File: config.mk
export PLATFORM = sky130hd
export DESIGN_NAME = lsu_dmem_master
export DESIGN_NICKNAME = d
export VERILOG_FILES = /design/src/rtl/lsu_dmem_master.sv
export SDC_FILE = /design/constraint.sdc
export NUM_CORES = 1
export LEC_CHECK = 0
export BUFFER_PORTS_ARGS = -buffer_cell sky130_fd_sc_hd__buf_2
export CORE_AREA = 2 2 152 80
export CTS_CLUSTER_DIAMETER = 120
export DETAILED_ROUTE_END_ITERATION = 7
export DIE_AREA = 0 0 154 82
export PLACE_DENSITY = 0.85
export SLEW_MARGIN = 10
export SYNTH_ARGS = -nofsm -noshare
export SYNTH_HDL_FRONTEND = slang
export SYNTH_SLANG_ARGS = --single-unit
File: constraint.sdc
create_clock -name clk -period 4.8 [get_ports clk]
set_input_delay 0.24 -clock clk [delete_from_list [all_inputs] [get_ports clk]]
set_output_delay 0.24 -clock clk [all_outputs]
set_load 0.05 [all_outputs]
File: src/rtl/lsu_dmem_master.sv
// lsu_dmem_master: load/store unit driving a word-wide data-memory port.
// Loads return byte/half/word, sign- or zero-extended. Sub-word stores are
// done as read-modify-write because the memory only writes whole words.
// Optional feature macro: LSU_MISALIGN_TRAP_EN (misaligned H/W accesses fault
// instead of being silently aligned).
module lsu_dmem_master #(
  parameter int ADDR_W = 32,
  parameter int DATA_W = 32
) (
  input  logic              clk,
  input  logic              rstn,
  input  logic              req,
  input  logic              isStore,
  input  logic [2:0]        funct3,
  input  logic [ADDR_W-1:0] addr,
  input  logic [DATA_W-1:0] storeData,
  output logic              busy,
  output logic              done,
  output logic              fault,
  output logic [DATA_W-1:0] loadData,
  output logic [ADDR_W-1:0] memAddr,
  output logic              memWE,
  output logic [DATA_W-1:0] memWData,
  input  logic [DATA_W-1:0] memRData
);

  typedef enum logic [1:0] {S_IDLE, S_RD, S_WR, S_FIN} state_e;

  state_e            state_q;
  logic              is_store_q;
  logic [2:0]        funct3_q;
  logic [1:0]        lane_q;
  logic [DATA_W-1:0] sdata_q;
  logic              busy_q, done_q, fault_q, mem_we_q;
  logic [ADDR_W-1:0] mem_addr_q;
  logic [DATA_W-1:0] mem_wdata_q, load_data_q;

  logic              legal_f3, is_h, is_w, req_fault;
  logic [1:0]        req_off;
  logic [7:0]        rd_byte;
  logic [15:0]       rd_half;
  logic [DATA_W-1:0] load_ext_d, merged_d;

  // Decode the incoming request: funct3 legality, fault and effective lane.
  // NOTE: every always_comb output gets a default first so no latch is inferred.
  always_comb begin
    legal_f3  = isStore ? (funct3 inside {3'b000, 3'b001, 3'b010})
                        : (funct3 inside {3'b000, 3'b001, 3'b010, 3'b100, 3'b101});
    is_h      = (funct3[1:0] == 2'b01);
    is_w      = (funct3[1:0] == 2'b10);
    req_off   = addr[1:0];
`ifdef LSU_MISALIGN_TRAP_EN
    req_fault = !legal_f3 || (is_h && addr[0]) || (is_w && (addr[1:0] != 2'b00));
`else
    req_fault = !legal_f3;
    if (is_w)      req_off    = 2'b00;
    else if (is_h) req_off[0] = 1'b0;
`endif
  end

  // Lane extraction for loads and lane merge for sub-word stores.
  always_comb begin
    rd_byte = memRData[7:0];
    case (lane_q)
      2'd1:    rd_byte = memRData[15:8];
      2'd2:    rd_byte = memRData[23:16];
      2'd3:    rd_byte = memRData[31:24];
      default: rd_byte = memRData[7:0];
    endcase
    rd_half = lane_q[1] ? memRData[31:16] : memRData[15:0];

    case (funct3_q[1:0])
      2'b00:   load_ext_d = {{(DATA_W-8){rd_byte[7] & ~funct3_q[2]}}, rd_byte};
      2'b01:   load_ext_d = {{(DATA_W-16){rd_half[15] & ~funct3_q[2]}}, rd_half};
      default: load_ext_d = memRData;
    endcase

    merged_d = memRData;
    if (funct3_q[1:0] == 2'b00) begin
      case (lane_q)
        2'd1:    merged_d[15:8]  = sdata_q[7:0];
        2'd2:    merged_d[23:16] = sdata_q[7:0];
        2'd3:    merged_d[31:24] = sdata_q[7:0];
        default: merged_d[7:0]   = sdata_q[7:0];
      endcase
    end else if (funct3_q[1:0] == 2'b01) begin
      if (lane_q[1]) merged_d[31:16] = sdata_q[15:0];
      else           merged_d[15:0]  = sdata_q[15:0];
    end
  end

  // Control FSM with registered outputs; async reset aborts any access at once.
  // NOTE: sequential state uses non-blocking assignments only, so every register
  // samples pre-edge values regardless of statement order.
  always_ff @(posedge clk or negedge rstn) begin
    if (!rstn) begin
      state_q     <= S_IDLE;
      is_store_q  <= 1'b0;
      funct3_q    <= 3'b000;
      lane_q      <= 2'b00;
      sdata_q     <= '0;
      busy_q      <= 1'b0;
      done_q      <= 1'b0;
      fault_q     <= 1'b0;
      mem_we_q    <= 1'b0;
      mem_addr_q  <= '0;
      mem_wdata_q <= '0;
      load_data_q <= '0;
    end else begin
      case (state_q)
        S_IDLE: begin
          if (req) begin
            is_store_q <= isStore;
            funct3_q   <= funct3;
            lane_q     <= req_off;
            sdata_q    <= storeData;
            mem_addr_q <= {addr[ADDR_W-1:2], 2'b00};
            if (req_fault) begin
              fault_q <= 1'b1;
              done_q  <= 1'b1;
              state_q <= S_FIN;
            end else if (isStore && is_w) begin
              mem_wdata_q <= storeData;
              mem_we_q    <= 1'b1;
              busy_q      <= 1'b1;
              state_q     <= S_WR;
            end else begin
              busy_q  <= 1'b1;
              state_q <= S_RD;
            end
          end
        end
        S_RD: begin
          if (is_store_q) begin
            mem_wdata_q <= merged_d;
            mem_we_q    <= 1'b1;
            state_q     <= S_WR;
          end else begin
            load_data_q <= load_ext_d;
            busy_q      <= 1'b0;
            done_q      <= 1'b1;
            state_q     <= S_FIN;
          end
        end
        S_WR: begin
          mem_we_q <= 1'b0;
          busy_q   <= 1'b0;
          done_q   <= 1'b1;
          state_q  <= S_FIN;
        end
        S_FIN: begin
          done_q     <= 1'b0;
          fault_q    <= 1'b0;
          mem_addr_q <= '0;
          state_q    <= S_IDLE;
        end
        default: state_q <= S_IDLE;
      endcase
    end
  end

  assign busy     = busy_q;
  assign done     = done_q;
  assign fault    = fault_q;
  assign loadData = load_data_q;
  assign memAddr  = mem_addr_q;
  assign memWE    = mem_we_q;
  assign memWData = mem_wdata_q;

endmodule

=== Word-level counts from Yosys, hierarchy flattened ===
Index checks and enable logic that the tools add are counted.

* Muxes and demuxes: 41
* Equality and inequality tests: 19
* Bitwise operators: 4
* Reductions and logical operators: 18

{| class="wikitable"
|+ Operators by type and width
! kind !! count
|-
| 32-bit 2-to-1 mux || 7
|-
| 32-bit case mux with 2 select lines || 3
|-
| 16-bit 2-to-1 mux || 3
|-
| 8-bit 2-to-1 mux || 4
|-
| 8-bit case mux with 3 select lines || 1
|-
| 1-bit 2-to-1 mux || 15
|-
| 2-bit != test, second input constant || 6
|-
| 2-bit == test, second input constant || 5
|-
| 5-bit AND reduction || 2
|-
| 2-bit by 1-bit == test with 1-bit output, second input constant || 4
|-
| 2-bit case mux with 4 select lines || 1
|-
| 3-bit == test, second input constant || 2
|-
| 2-bit 2-to-1 mux || 3
|-
| 1-bit case mux with 3 select lines || 2
|-
| 2-bit AND reduction || 3
|-
| 3-bit AND reduction || 2
|-
| 3-bit nonzero test || 2
|-
| 5-bit nonzero test || 1
|-
| 2-bit zero test || 2
|-
| 1-bit case mux with 4 select lines || 1
|-
| 4-bit AND reduction || 1
|-
| 2-bit nonzero test || 2
|-
| 3-bit by 1-bit == test with 1-bit output, second input constant || 1
|-
| 3-bit by 2-bit == test with 1-bit output, second input constant || 1
|-
| 6 further kinds || 8
|}

* Word-level logic and storage cells: 94
* Input bits: 103
* Register bits after elaboration: 124

=== Logic depth before layout (Yosys ltp) ===
* Depth in word-level cells: 6
* Gate-level depth with buffers: 9

=== Worst setup path after synthesis ===
No wires, ideal clock.

* Path type: flip-flop to flip-flop
* From: register state_q[0]
* To: register mem_wdata_q[12], in the netlist memWData[12]
* Data required time: 4.679 ns
* Slack: 2.990 ns
* Arrival: 1.689 ns
* Path buffers: 3
* Cell stages (with the launch flop): 8
* Cell sequence: dfrtp_1 ha_1 buf_2 nand2b_1 clkbuf_1 o221ai_4 clkbuf_1 a22o_1

* Cells in the longest elaborated chain, start to end: 3

{| class="wikitable"
|+ Ends and longest elaborated chain
! what !! line !! source
|-
| from (decl) || 29 || <nowiki>state_e state_q;</nowiki>
|-
| from (signal assigned) || 97 || <nowiki>state_q <= S_IDLE;</nowiki>
|-
| from (signal assigned) || 121 || <nowiki>state_q <= S_FIN;</nowiki>
|-
| from (signal assigned) || 126 || <nowiki>state_q <= S_WR;</nowiki>
|-
| 2-bit by 1-bit == test with 1-bit output / 2-bit zero test (equally long branches) || 110 || <nowiki>case (state_q)</nowiki>
|-
| 2-bit != test (no line) / 2-bit nonzero test (equally long branches) || n/a ||
|-
| 5-bit AND reduction (no line) || n/a ||
|-
| to (signal assigned) || 123 || <nowiki>mem_wdata_q <= storeData;</nowiki>
|-
| to (signal assigned) || 135 || <nowiki>mem_wdata_q <= merged_d;</nowiki>
|-
| to (decl) || 36 || <nowiki>logic [DATA_W-1:0] mem_wdata_q, load_data_q;</nowiki>
|}

Parallel ways exist; a longest one is shown, timed or not.
A chain may end at the register's enable or synchronous reset.

=== Worst setup path after layout ===
* From: register state_q[0]
* To: register mem_wdata_q[27], in the netlist memWData[27]

The elaborated chain is that of the path after synthesis.

==> summary.txt <==
Routing
  – Ratio of routed vias to standard cells: approximately 6.2
  – Number of nets with antenna violations after routing: 0
  – Vias: just under 6000
  – Iteration-0 DRC count of the detailed router: just under 700
  – WL/cell: ~21 um
  – Routed Wire Length: roughly 20000 um
  – Remaining DRCs: 0
  – Length of the first detailed-routing pass in iterations: 7

Yosys
  – Syn_area_per_cell: about 10 sq um
  – Number of enable-type register cells in the synthesized netlist: 0
  – Area share of the leading cell type in the synthesized netlist: 0.500
  – Cell Area, Synth: approximately 6100 sq um
  – Leading cell type by number of instances after synthesis: dfrtp_1
  – Cell types with the highest counts after synthesis: dfrtp_1, nor2_1, a22o_1
  – Share of synthesized registers carrying an async set or reset: 1.00
  – Main area contributors after synthesis: dfrtp_1, a22o_1, mux2_2
  – Cell taking the most area after synthesis: dfrtp_1
  – Count of distinct cell types in the synthesized netlist: 52
  – Sequential fraction of the synthesis area: 0.500
  – Mapped Cells: between 600 and 700
  – Yosys synthesis warning count: 0
  – Leading register cell type out of synthesis: dfrtp_1
  – Total of flip-flops plus latches after synthesis: 122

GRT
  – Via count of the first global-routing pass: between 5000 and 6000
  – Global-route wire length before repair: between 30000 and 40000 um
  – GR Util All Layers: 0.320
  – Final global-route overflow total: 0
  – Maximum number of pins on one net before global-route repair: 80
  – Number of antenna violations at the first check in global routing: 0

Power and ir drop
  – Total power: approximately 7 mW
  – LEAKAGE: approximately 3.7 nW
  – Power density over cell area: 899 nW/um^2
  – Maximum ir drop on the vdd rail: a little over 0.4 mV

CTS
  – Worst skew pair latency: between 0.4 and 0.5 ns
  – Clock transition at the registers of the reported paths: 0.06 ns
  – Resized Gates After CTS: 0
  – Buffers from clock root to sink, at most: 2
  – Clock root buffer: clkbuf_16
  – Buffer count from post-CTS setup fixing: 0
  – TritonCTS Sinks: approximately 120
  – H-tree level count: 4
  – CTS tree: built
  – Cts hold-fix bufs: 0
  – Number of buffers created by CTS: 17

Placement
  – Setup slack after placement: just under 2 ns
  – IO buf count: 200
  – Final GP Congestion: around 0.95
  – Total half-perimeter wirelength after legalization and detailed placement: approximately 15000 um

Final layout
  – Fraction of layout instances using a drive strength above 1: 0.346
  – Count of nets after finishing: between 800 and 900
  – Area growth syn-to-layout: 26.4%
  – Final antenna diode count: 0

Run status
  – Failing checks: negative hold slack
  – Outcome: finished, violations left

Timing
  – Final worst slack: between 1.5 and 2 ns
  – Total negative slack: 0 ns
  – FMAX: ~0.34 GHz
  – Setup violations, final: 0
  – Setup repair after global routing missed its margin: no
  – Transition time at the pin with the least slew margin: about 1.3 ns
  – Final Skew: 0.0114 ns
  – Slew HR: 0.142
  – Worst Hold Slack: -0.00460 ns
  – Post-layout min period: 2.91 ns
  – Count of endpoints failing hold in the final timing report: 7
  – Share of the clock period used by the worst path: 0.607
  – Final-report max-slew violation count: 0

Critical path
  – Depth of the worst register-to-register path: 6
  – WP data required: 5.10 ns
  – Peak fanout along the critical path: 64
  – Worst Path Class, Setup: reg2reg
  – Setup crit end kind: register
  – Startpoint types: register
  – Arrival @ worst endpoint: between 3 and 4 ns

Floorplanning
  – DIE HEIGHT: 82 um
  – Floorplan Core Area: about 11000 sq um
  – Count of standard-cell rows: 28
  – Initial core utilization: 0.536
  – Die area: approximately 13000 sq um
  – Top-level port count: 203
  – Chip width: 154 um

Worst hold path
  – Min-Delay Path Class: in2async

Job
  – Number of max-capacitance violations reported: 0
cells in the final DEF (no fill, tap or decap), types with 7 or more instances in the layout:
cell,count
a21oi_1,34
clkbuf_16,17
buf_2,199
o21ai_0,27
dfrtp_1,122
nand3_1,31
buf_4,7
nand2_1,50
o211ai_1,7
a22o_1,51
and3_1,11
a211oi_1,7
mux2i_1,12
nor2_1,80
inv_1,9
a22oi_1,9
mux2_2,27
o31ai_1,12
nor2b_1,9
registers in the layout, indices dropped and copies added, names as in the netlist:
name,cells
loadData,32
memWData,32
memAddr,30
sdata_q,16
funct3_q,3
lane_q,2
state_q,2
busy,1
done,1
fault,1
is_store_q,1
memWE,1
layout make-up:
type | instances | area, sq um
Tap cell | 150 | 188
Sequential cell | 122 | 3050
Fill cell | 872 | 3670
Clock inverter | 13 | 145
Inverter | 9 | 33.8
Clock buffer | 18 | 439
Multi-Input combinational cell | 432 | 2800
Timing Repair Buffer | 206 | 1050
worst paths after layout:
check,slack [ns],to,startpoint
max,1.89,memWData[27]$_DFFE_PN0P_,state_q[0]$_DFFE_PN0N_
min,-0.005,done$_DFFE_PN0P_,rstn
max reg2reg,1.89,memWData[27]$_DFFE_PN0P_,state_q[0]$_DFFE_PN0N_
min reg2reg,0.47,memWData[21]$_DFFE_PN0P_,memWData[21]$_DFFE_PN0P_
max in group asynchronous,3.66,memWData[7]$_DFFE_PN0P_,rstn
min in group clk,0.04,memAddr[20]$_DFFE_PN0P_,addr[20]
worst max-delay path, cell delays in order (launching register included):
cell and delay (ns):
dfrtp_1 0.42, inv_1 0.10, ha_1 0.37, and2_1 1.05, o221ai_4 0.15, buf_4 0.35
a22o_1 0.32
where the power goes:
group / internal, mW / switching (mW)
logic: 1.07 / 2.65
clock network: 0.778 / 0.495
registers: 1.51 / 0.428
total: 3.36 / 3.57
metrics by stage:
step / hold slack (ns) / instances / util / instance area, sq um
after global routing: 0.0353 / 950 / 0.677 / 7710
after floorplan: -0.0556 / 613 / - / 6110
after detailed placement: 0.462 / 919 / 0.625 / 7120
after global placement: 0.438 / 919 / 0.625 / 7120
after CTS: 0.0310 / 950 / 0.677 / 7700
final: -0.00460 / 950 / 0.677 / 7710
cells by family (layout without fill, tap and decap cells):
kind of cell / after synthesis / in the layout / synth area share
and+or+nand+nor: 204 / 204 / 0.155
AOI/OAI and AO/OA: 183 / 183 / 0.223
DFF: 122 / 122 / 0.500
buffers and inverters: 59 / 246 / 0.0435
muxes: 39 / 39 / 0.0695
adders and majority gates: 4 / 4 / 0.00820
other: 1 / 2 / 0.000615
routing by layer:
metal	wire, um	track usage
met5	0	0
met4	315	0.0850
met3	2510	0.110
met2	8650	0.471
met1	8420	0.454
(Power assumes the default switching activity.)
